$ cat src/rtl/first_pkg.sv
// rtl/first_pkg.sv - shared defaults, packer state encoding and pair decode for first_decoder
package first_pkg;

   localparam int PAIRS_DEF      = 4;
   localparam int FIFO_DEPTH_DEF = 2;

   typedef enum logic [0:0] {
      ACCUM = 1'b0,
      HOLD  = 1'b1
   } pack_state_e;

   // Inverts the encoder: out2 = ~in2, out1 = in1 ^ in2. Result is {in1, in2}.
   function automatic logic [1:0] decode_pair(input logic out1, input logic out2);
      logic in2;
      in2 = ~out2;
      return {out1 ^ in2, in2};
   endfunction

endpackage

$ cat src/rtl/first_decoder_if.sv
// rtl/first_decoder_if.sv - pair input and packed word output handshake bundle
// slave : s_valid/s_out1/s_out2/s_last/m_ready in, s_ready/m_valid/m_data/m_len out
// master: the opposite directions, for the producer/consumer side
interface first_decoder_if
   import first_pkg::*;
#(
   parameter int PAIRS = PAIRS_DEF
);
   localparam int LW = $clog2(PAIRS) + 1;

   logic             s_valid;
   logic             s_ready;
   logic             s_out1;
   logic             s_out2;
   logic             s_last;
   logic             m_valid;
   logic             m_ready;
   logic [2*PAIRS-1:0] m_data;
   logic [LW-1:0]    m_len;

   modport slave (
      input  s_valid, s_out1, s_out2, s_last, m_ready,
      output s_ready, m_valid, m_data, m_len
   );

   modport master (
      output s_valid, s_out1, s_out2, s_last, m_ready,
      input  s_ready, m_valid, m_data, m_len
   );

endinterface

$ cat src/rtl/sync_fifo.sv
// rtl/sync_fifo.sv - single-clock FIFO with show-ahead read and push-while-full-on-pop
// clk/rst : clock, synchronous active-high reset (empties the FIFO)
// push/wdata in, pop in, rdata = head entry, full/empty status out
module sync_fifo #(
   parameter int WIDTH = 8,
   parameter int DEPTH = 2
) (
   input  logic             clk,
   input  logic             rst,
   input  logic             push,
   input  logic [WIDTH-1:0] wdata,
   input  logic             pop,
   output logic [WIDTH-1:0] rdata,
   output logic             full,
   output logic             empty
);
   localparam int AW = (DEPTH > 1) ? $clog2(DEPTH) : 1;
   localparam int CW = $clog2(DEPTH + 1);

   logic [WIDTH-1:0] mem_q [DEPTH];
   logic [AW-1:0]    wr_ptr_q, wr_ptr_d;
   logic [AW-1:0]    rd_ptr_q, rd_ptr_d;
   logic [CW-1:0]    count_q, count_d;
   logic             do_push;
   logic             do_pop;

   function automatic logic [AW-1:0] next_ptr(input logic [AW-1:0] p);
      return (p == AW'(DEPTH - 1)) ? '0 : p + AW'(1);
   endfunction

   assign full    = (count_q == CW'(DEPTH));
   assign empty   = (count_q == '0);
   assign do_pop  = pop & ~empty;
   // A full FIFO still takes a push when the head leaves in the same cycle.
   assign do_push = push & (~full | do_pop);
   assign rdata   = mem_q[rd_ptr_q];

   always_comb begin
      wr_ptr_d = wr_ptr_q;
      rd_ptr_d = rd_ptr_q;
      count_d  = count_q;
      if (do_push) wr_ptr_d = next_ptr(wr_ptr_q);
      if (do_pop)  rd_ptr_d = next_ptr(rd_ptr_q);
      if (do_push && !do_pop)      count_d = count_q + CW'(1);
      else if (!do_push && do_pop) count_d = count_q - CW'(1);
   end

   always_ff @(posedge clk) begin
      if (rst) begin
         wr_ptr_q <= '0;
         rd_ptr_q <= '0;
         count_q  <= '0;
      end else begin
         wr_ptr_q <= wr_ptr_d;
         rd_ptr_q <= rd_ptr_d;
         count_q  <= count_d;
      end
   end

   always_ff @(posedge clk) begin
      if (do_push) mem_q[wr_ptr_q] <= wdata;
   end

endmodule

$ cat src/rtl/first_decoder.sv
// rtl/first_decoder.sv - decodes encoded pairs and packs them into words of up to PAIRS pairs
// clk/rst : clock, synchronous active-high reset
// bus     : slave side of first_decoder_if (pair input stream, packed word output stream)
module first_decoder
   import first_pkg::*;
#(
   parameter int PAIRS      = PAIRS_DEF,
   parameter int FIFO_DEPTH = FIFO_DEPTH_DEF
) (
   input  logic           clk,
   input  logic           rst,
   first_decoder_if.slave bus
);
   localparam int LW = $clog2(PAIRS) + 1;
   localparam int DW = 2 * PAIRS;
   localparam int WW = DW + LW;

   localparam logic [0:0] ST_ACCUM = ACCUM;
   localparam logic [0:0] ST_HOLD  = HOLD;

   logic [0:0]    state_q, state_d;
   logic [LW-1:0] cnt_q, cnt_d;
   logic [DW-1:0] acc_q, acc_d;
   logic [WW-1:0] hold_q, hold_d;

   logic [DW-1:0] acc_next;
   logic [LW-1:0] cnt_next;
   logic          accept;
   logic          word_done;
   logic          push;
   logic [WW-1:0] push_word;
   logic [WW-1:0] fifo_rdata;
   logic          fifo_full;
   logic          fifo_empty;
   logic          pop;
   logic          can_push;

   assign pop         = ~fifo_empty & bus.m_ready;
   assign can_push    = ~fifo_full | pop;
   assign bus.s_ready = (state_q == ST_ACCUM);
   assign accept      = bus.s_valid & bus.s_ready;

   always_comb begin
      acc_next = acc_q;
      acc_next[2*cnt_q +: 2] = decode_pair(bus.s_out1, bus.s_out2);
      cnt_next  = cnt_q + LW'(1);
      word_done = accept & (bus.s_last | (cnt_q == LW'(PAIRS - 1)));

      state_d   = state_q;
      cnt_d     = cnt_q;
      acc_d     = acc_q;
      hold_d    = hold_q;
      push      = 1'b0;
      push_word = {cnt_next, acc_next};

      if (state_q == ST_HOLD) begin
         push_word = hold_q;
         if (can_push) begin
            push    = 1'b1;
            state_d = ST_ACCUM;
         end
      end else if (accept) begin
         if (word_done) begin
            // The partial word restarts at k=0 whether or not the finished word stalls.
            cnt_d = '0;
            acc_d = '0;
            if (can_push) begin
               push = 1'b1;
            end else begin
               hold_d  = {cnt_next, acc_next};
               state_d = ST_HOLD;
            end
         end else begin
            cnt_d = cnt_next;
            acc_d = acc_next;
         end
      end
   end

   always_ff @(posedge clk) begin
      if (rst) begin
         state_q <= ST_ACCUM;
         cnt_q   <= '0;
         acc_q   <= '0;
         hold_q  <= '0;
      end else begin
         state_q <= state_d;
         cnt_q   <= cnt_d;
         acc_q   <= acc_d;
         hold_q  <= hold_d;
      end
   end

   sync_fifo #(
      .WIDTH (WW),
      .DEPTH (FIFO_DEPTH)
   ) u_fifo (
      .clk   (clk),
      .rst   (rst),
      .push  (push),
      .wdata (push_word),
      .pop   (pop),
      .rdata (fifo_rdata),
      .full  (fifo_full),
      .empty (fifo_empty)
   );

   // Word fields read as zero whenever no word is on offer.
   assign bus.m_valid = ~fifo_empty;
   assign bus.m_data  = fifo_empty ? '0 : fifo_rdata[DW-1:0];
   assign bus.m_len   = fifo_empty ? '0 : fifo_rdata[WW-1:DW];

endmodule

$ cat src/flat_wrapper.sv
// flat-port wrapper written by rule: the top's interface ports become plain ports
module first_decoder_flat import first_pkg::*;
#(
   parameter int PAIRS      = PAIRS_DEF,
   parameter int FIFO_DEPTH = FIFO_DEPTH_DEF
)
  (clk, rst, bus_s_valid, bus_s_out1, bus_s_out2, bus_s_last, bus_m_ready, bus_s_ready, bus_m_valid, bus_m_data, bus_m_len);
  first_decoder_if #(.PAIRS(PAIRS)) bus_i ();
  input  logic clk;
  input  logic rst;
  input wire logic [$bits(bus_i.s_valid)-1:0] bus_s_valid;
  input wire logic [$bits(bus_i.s_out1)-1:0] bus_s_out1;
  input wire logic [$bits(bus_i.s_out2)-1:0] bus_s_out2;
  input wire logic [$bits(bus_i.s_last)-1:0] bus_s_last;
  input wire logic [$bits(bus_i.m_ready)-1:0] bus_m_ready;
  output wire logic [$bits(bus_i.s_ready)-1:0] bus_s_ready;
  output wire logic [$bits(bus_i.m_valid)-1:0] bus_m_valid;
  output wire logic [$bits(bus_i.m_data)-1:0] bus_m_data;
  output wire logic [$bits(bus_i.m_len)-1:0] bus_m_len;
  assign bus_i.s_valid = bus_s_valid;
  assign bus_i.s_out1 = bus_s_out1;
  assign bus_i.s_out2 = bus_s_out2;
  assign bus_i.s_last = bus_s_last;
  assign bus_i.m_ready = bus_m_ready;
  assign bus_s_ready = bus_i.s_ready;
  assign bus_m_valid = bus_i.m_valid;
  assign bus_m_data = bus_i.m_data;
  assign bus_m_len = bus_i.m_len;
  first_decoder #(.PAIRS(PAIRS), .FIFO_DEPTH(FIFO_DEPTH)) u_core (.clk(clk), .rst(rst), .bus(bus_i));
endmodule
$ cat config.mk
export PLATFORM = sky130hd
export DESIGN_NAME = first_decoder_flat
export DESIGN_NICKNAME = d
export VERILOG_FILES = /design/src/rtl/first_pkg.sv /design/src/rtl/first_decoder_if.sv /design/src/rtl/sync_fifo.sv /design/src/rtl/first_decoder.sv /design/src/flat_wrapper.sv
export SDC_FILE = /design/constraint.sdc
export NUM_CORES = 1
export LEC_CHECK = 0
export CORE_MARGIN = 5
export CORE_UTILIZATION = 30
export DETAILED_ROUTE_END_ITERATION = 8
export HOLD_SLACK_MARGIN = 0.1
export SLEW_MARGIN = 20
export SYNTH_ARGS = -nofsm -noshare
export SYNTH_HDL_FRONTEND = slang
export SYNTH_SLANG_ARGS = --single-unit
$ cat constraint.sdc
create_clock -name clk -period 2.7 [get_ports clk]
set_input_delay 0.405 -clock clk [delete_from_list [all_inputs] [get_ports clk]]
set_output_delay 0.405 -clock clk [all_outputs]
set_load 0.02 [all_outputs]
# == Yosys cells after proc, flatten, opt, wreduce, memory -nomap -nowiden ==
# Memory sizes are Yosys's and may differ from the RTL's. A register that Yosys moved wholly into a read port is not among the register bits.
# Index checks and enable logic that the tools add are counted.
# W data, S select, Z words.
# op_classes
n_reduce_logical,8
n_addsub,6
shifts,2
n_mux,22
n_bitwise,14
n_eq_ne,2
# ops
op,count
$neg A4 Y34,1
$shift A2 B34 Y8 const A,1
$shiftx A2 B34 Y8,1
$mux W8,2
$mux W1,14
$mux W11,1
$bwmux W8,1
$mux W3,2
$and A1 B1 Y1,5
$not A1 Y1,5
$mux W2,2
$reduce_and A4 Y1,1
$add A3 B1 Y3 const B,1
$eq A3 B2 Y1 const B,1
$or A1 B1 Y1,3
$add A1 B1 Y1 const B,2
$add A2 B1 Y2 const B,1
$eq A2 B2 Y1 const B,1
$logic_and A1 B1 Y1,2
$logic_not A1 Y1,2
$logic_not A2 Y1,1
$reduce_and A2 Y1,1
$reduce_bool A2 Y1,1
$sub A2 B1 Y2 const B,1
$xor A1 B1 Y1,1
# word_totals
out_inout_bits,13
elab_cells,62
regBits,27
mem_bits_rw,22
n_memories,1
# mem_list
memory,words,word_bits,read_ports,rd_ports_with_merged_regs,write_ports,line_no,source
u_core.u_fifo.mem_q,2,11,1,1,1,sync_fifo.sv:20,logic [WIDTH-1:0] mem_q [DEPTH];

# == Longest topological paths before layout ==
# depth
depth_word,13
mapped_depth,9

# == Hierarchy ==
# Synthesis repeated with hierarchy kept, for this count alone.
# hier_totals
cells_unflattened,215
hier_area_um2,2306.0
# by_module_without_submodules
module,area_per_inst_um2,n_inst,cells_per_inst
first_decoder,1283.7,1,156
sync_fifo,1022.2,1,59

# == Worst setup path after synthesis ==
# No wires, ideal clock.
# synth_path
path_type,reg2reg
from,register u_core.cnt_q[0]
to,memory u_core.u_fifo.mem_q[0][1] in the netlist's numbering (data pin)
setup_time_ps,262
t_required_ps,2438
path_buffers,2
period_less_slack_ps,2725
arrival_ps,2463
setup_slack_ps,-25
path_stages_with_launch,10
path_cell_list,dfxtp_1 > clkbuf_1 > inv_1 > ha_1 > ha_1 > clkbuf_1 > nor4b_1 > and2_1 > mux2_2 > mux2_2
# synth_between
elab_chain_cells,4
elab_cells_between_ends,5
# synth_rtl
element,line_no,source
start: declaration,first_decoder.sv:22,"logic [LW-1:0] cnt_q, cnt_d;"
start signal: assignment,first_decoder.sv:88,cnt_q <= cnt_d;
$neg A4 Y34 (*),first_decoder.sv:45,"acc_next[2*cnt_q +: 2] = decode_pair(bus.s_out1, bus.s_out2);"
$shiftx A2 B34 Y8 or $shift A2 B34 Y8 (tied branches),first_decoder.sv:45,
$bwmux W8 (*),first_decoder.sv:45,
$mux W11 (*),first_decoder.sv:56,if (state_q == ST_HOLD) begin
named net u_core.push_word[1],first_decoder.sv:31,logic [WW-1:0] push_word;
end: declaration,sync_fifo.sv:20,
# Mark *: on every way through the listed nets, which the timed path passes. The rest lies on a longest branch.

# == Worst setup path in the final report ==
# layout_path
from,register u_core.cnt_q[1]
to,memory u_core.u_fifo.mem_q[0][1] in the netlist's numbering (data pin)
# Same word-level chain as after synthesis.

==> impl_metrics.csv <==
group,metric,value,unit
die,num_io_pins,20,
placed_design,routabilityCongestion,0.742,
timing,slew_viol_final,0,
layout,fin_area,2730,sq um
die,num_rows,31,
clock_tree,clk_path_buf_depth,2,
timing,rsz0062_at_grt,"false",
timing,max_freq,0.405,GHz
layout,fill_cells,727,
run,maxCapViolCount,0,
layout,nets,253,
synthesis,synthTopCellsByArea,"edfxtp_1 (29%), dfxtp_1 (24%), nor2_1 (7.0%), mux2i_1 (4.8%), mux2_2 (4.4%)",
global_routing,grt_pass1_vias,1478,
layout,area_growth,19.4,%
synthesis,synth_top_family_by_area,"simple AND/OR/NAND/NOR gates",
detailed_routing,drt_iter0_drc,59,
timing,hold_viol,0,
timing,period_minus_slack,2.47,ns
clock_tree,post_cts_resized,0,
status,outcome,"completed",
synthesis,synth_top_cell_area_share,28.9,%
layout,antennaDiodeCount,0,
critical_path,crit_required,2.74,ns
critical_path,path_cells,"inv_1, ha_1, ha_1, nor4b_2, and2_1, mux2_2, mux2_2",
synthesis,yosysMostFrequentCell,"nor2_1",
critical_path,rrSetupSlack,0.23,ns
timing,fin_tns_setup,0,ns
die,initial_core_util,31.2,%
clock_tree,path_clk_slew,0.08,ns
timing,worst_pin_slew,0.612,ns
detailed_routing,dr.pass1.iters,4,
critical_path,worstRegToRegCells,7,
min_path,hold_start,"u_core.hold_q[9]",
synthesis,ys_warn_count,0,
synthesis,synth-compound-area-share,12.0,%
detailed_routing,route.vias.total,1568,
die,die_area,9480,sq um
clock_tree,clock-sinks,50,
min_path,min_to,"u_core.hold_q[9]",
synthesis,synth_edf_count,22,
timing,setup_viol,0,
clock_tree,postCtsHoldBufs,0,
detailed_routing,ant_nets,0,
placed_design,postPlaceCellArea,2620,sq um
synthesis,synth.cell_area,2290,sq um
synthesis,ys_types,43,
layout,seq_area,1220,sq um
critical_path,r2r-end,"u_core.u_fifo.mem_q[0][1]",
die,die_y,97.4,um
critical_path,arrival,2.51,ns
synthesis,synth_cells,217,
clock_tree,cts_tree,"done",
die,core_area,7330,sq um
global_routing,grt.total_usage,9.08,%
power_and_ir_drop,irDropWorstVdd,0.187,mV
synthesis,synth-seq-cells,50,
synthesis,yosysTopAreaCell,"edfxtp_1",
detailed_routing,post_drt_wl_per_cell,12.4,um
global_routing,grt_pass1_wl,7.16,mm
placed_design,dp_hpwl,3.08,mm
critical_path,cp-end-kind,"flip-flop",
synthesis,seq_area_frac_synth,53.3,%
critical_path,max_stage_delay,0.44,ns
clock_tree,htree_levels,2,
synthesis,synthMuxAreaShare,9.23,%
critical_path,startpoint_type,"flip-flop",
critical_path,path_class,"flip-flop to flip-flop",
clock_tree,cts_made_buffers,5,
clock_tree,post_cts_buffers,0,
critical_path,r2r_start,"u_core.cnt_q[1]",
timing,finalCritPeriodShare,91.4,%
global_routing,grt_remaining_overflow,0,
detailed_routing,vias_per_cell,4.63,
synthesis,synth-xor-area-share,2.30,%
power_and_ir_drop,leakage,0.000946,uW
power_and_ir_drop,power_density,732,nW/um^2
min_path,hold_depth,2,
detailed_routing,postRouteWirelength,4.19,mm
placed_design,port_buffers,19,
layout,multi_input_area,990,sq um
die,die_w,97.4,um
critical_path,worst_path_max_delay_cell,"dfxtp_1",
clock_tree,cts_root_buffer,"clkbuf_8",
synthesis,synth-adder-area-share,3.83,%
global_routing,grt_max_degree,17,
min_path,min_path_type,"flip-flop to flip-flop",
synthesis,synth-main-ff-cell,"dfxtp_1",
synthesis,synthSimpleGateAreaFrac,15.6,%
timing,fin_skew,0.00297,ns
synthesis,synth_common_cells,"nor2_1 (43), dfxtp_1 (28), edfxtp_1 (22)",
synthesis,synth.net_count,231,
synthesis,avgSynthCellArea,10.6,sq um
clock_tree,clock_latency,0.29,ns
synthesis,synth-async-reset-ratio,0,%
layout,layout-drive-gt1-share,13.8,%
critical_path,crit_fanout,6,
global_routing,antenna_found_initial,0,
timing,relSlewSlack,59.2,%
detailed_routing,drcViolationCount,0,
[worst max path at each step]
| stage | startpoint | to | cells past startpoint |
|---|---|---|---|
| after CTS | u_core.cnt_q[1] | u_core.u_fifo.mem_q[0][1] | 7 |
| after detailed placement | u_core.cnt_q[1] | u_core.u_fifo.mem_q[0][1] | 7 |
| final | u_core.cnt_q[1] | u_core.u_fifo.mem_q[0][1] | 7 |
| after global routing | u_core.cnt_q[1] | u_core.u_fifo.mem_q[0][1] | 7 |
| after global placement | u_core.cnt_q[1] | u_core.u_fifo.mem_q[0][1] | 7 |
| after floorplan | u_core.cnt_q[0] | u_core.u_fifo.mem_q[0][1] | 9 |
[cell type report]
type	count	area share, %
clock buffer	6	2.65
clock inverter	2	1.37
inverter	7	0.961
multi-input combinational	148	36.2
sequential	50	44.7
tap	99	4.53
timing repair buffer	27	9.61
[layer usage]
metal	share of wire, %	track usage (%)
met5	0	0
met4	1.1	2.98
met3	4.5	2.73
met2	46	14.5
met1	48	11.7
[kinds of logic (layout without fill, tap and decap cells)]
logic type,after synthesis,in the layout
AO/OA/AOI/OAI,40,40
XOR/XNOR,6,6
adder cells (fa/ha/maj),7,7
buffers and inverters,19,42
flip-flops,50,50
multiplexers,20,20
AND/OR/NAND/NOR,75,75
[power by group]
part,switching [uW],leakage (uW),internal (uW)
Clock,230,0.0000514,276
Sequential,63.3,0.000435,854
Combinational,296,0.000459,281
[stage by stage]
stage	worst slack, ns	hold slack [ns]	utilization, %	power [uW]	std cells
2_1_floorplan	0.0700	0.433	-	1290	217
3_3_place_gp	0.325	0.442	35.8	1520	331
3_5_place_dp	0.266	0.447	35.8	1530	331
4_1_cts	0.236	0.460	37.3	2040	339
5_1_grt	0.119	0.475	37.3	2110	339
6_report	0.232	0.457	37.3	2000	339
[worst max-delay path, delay by kind of cell (launching register included)]
kind | cells | cell delay (ns)
fa+ha+maj | 2 | 0.48
mux | 2 | 0.64
simple gates | 2 | 0.56
flops | 1 | 0.44
buf+inv | 1 | 0.09
[placed cells by master (no fill, tap or decap), types with 5 or more instances in the layout]
master / n
mux2_2: 9
ha_1: 7
o21ai_0: 6
clkdlybuf4s50_1: 19
a22oi_1: 6
edfxtp_1: 22
a21oi_1: 11
nand2_1: 7
dfxtp_1: 28
nor3_1: 9
clkbuf_8: 5
nor2_1: 43
inv_1: 6
buf_4: 7
mux2i_1: 11
[sequential cells by signal, indices dropped and copies added, names as in the netlist, named ones only]
| name | count |
|---|---|
| u_core.acc_q | 8 |
| u_core.u_fifo.mem_q | 22 |
| u_core.hold_q | 11 |
| u_core.u_fifo.count_q | 2 |
| u_core.u_fifo.rd_ptr_q | 1 |
| u_core.u_fifo.wr_ptr_q | 1 |
| u_core.state_q | 1 |
| u_core.cnt_q | 3 |
Note: power is estimated with default switching activity, not from simulation.
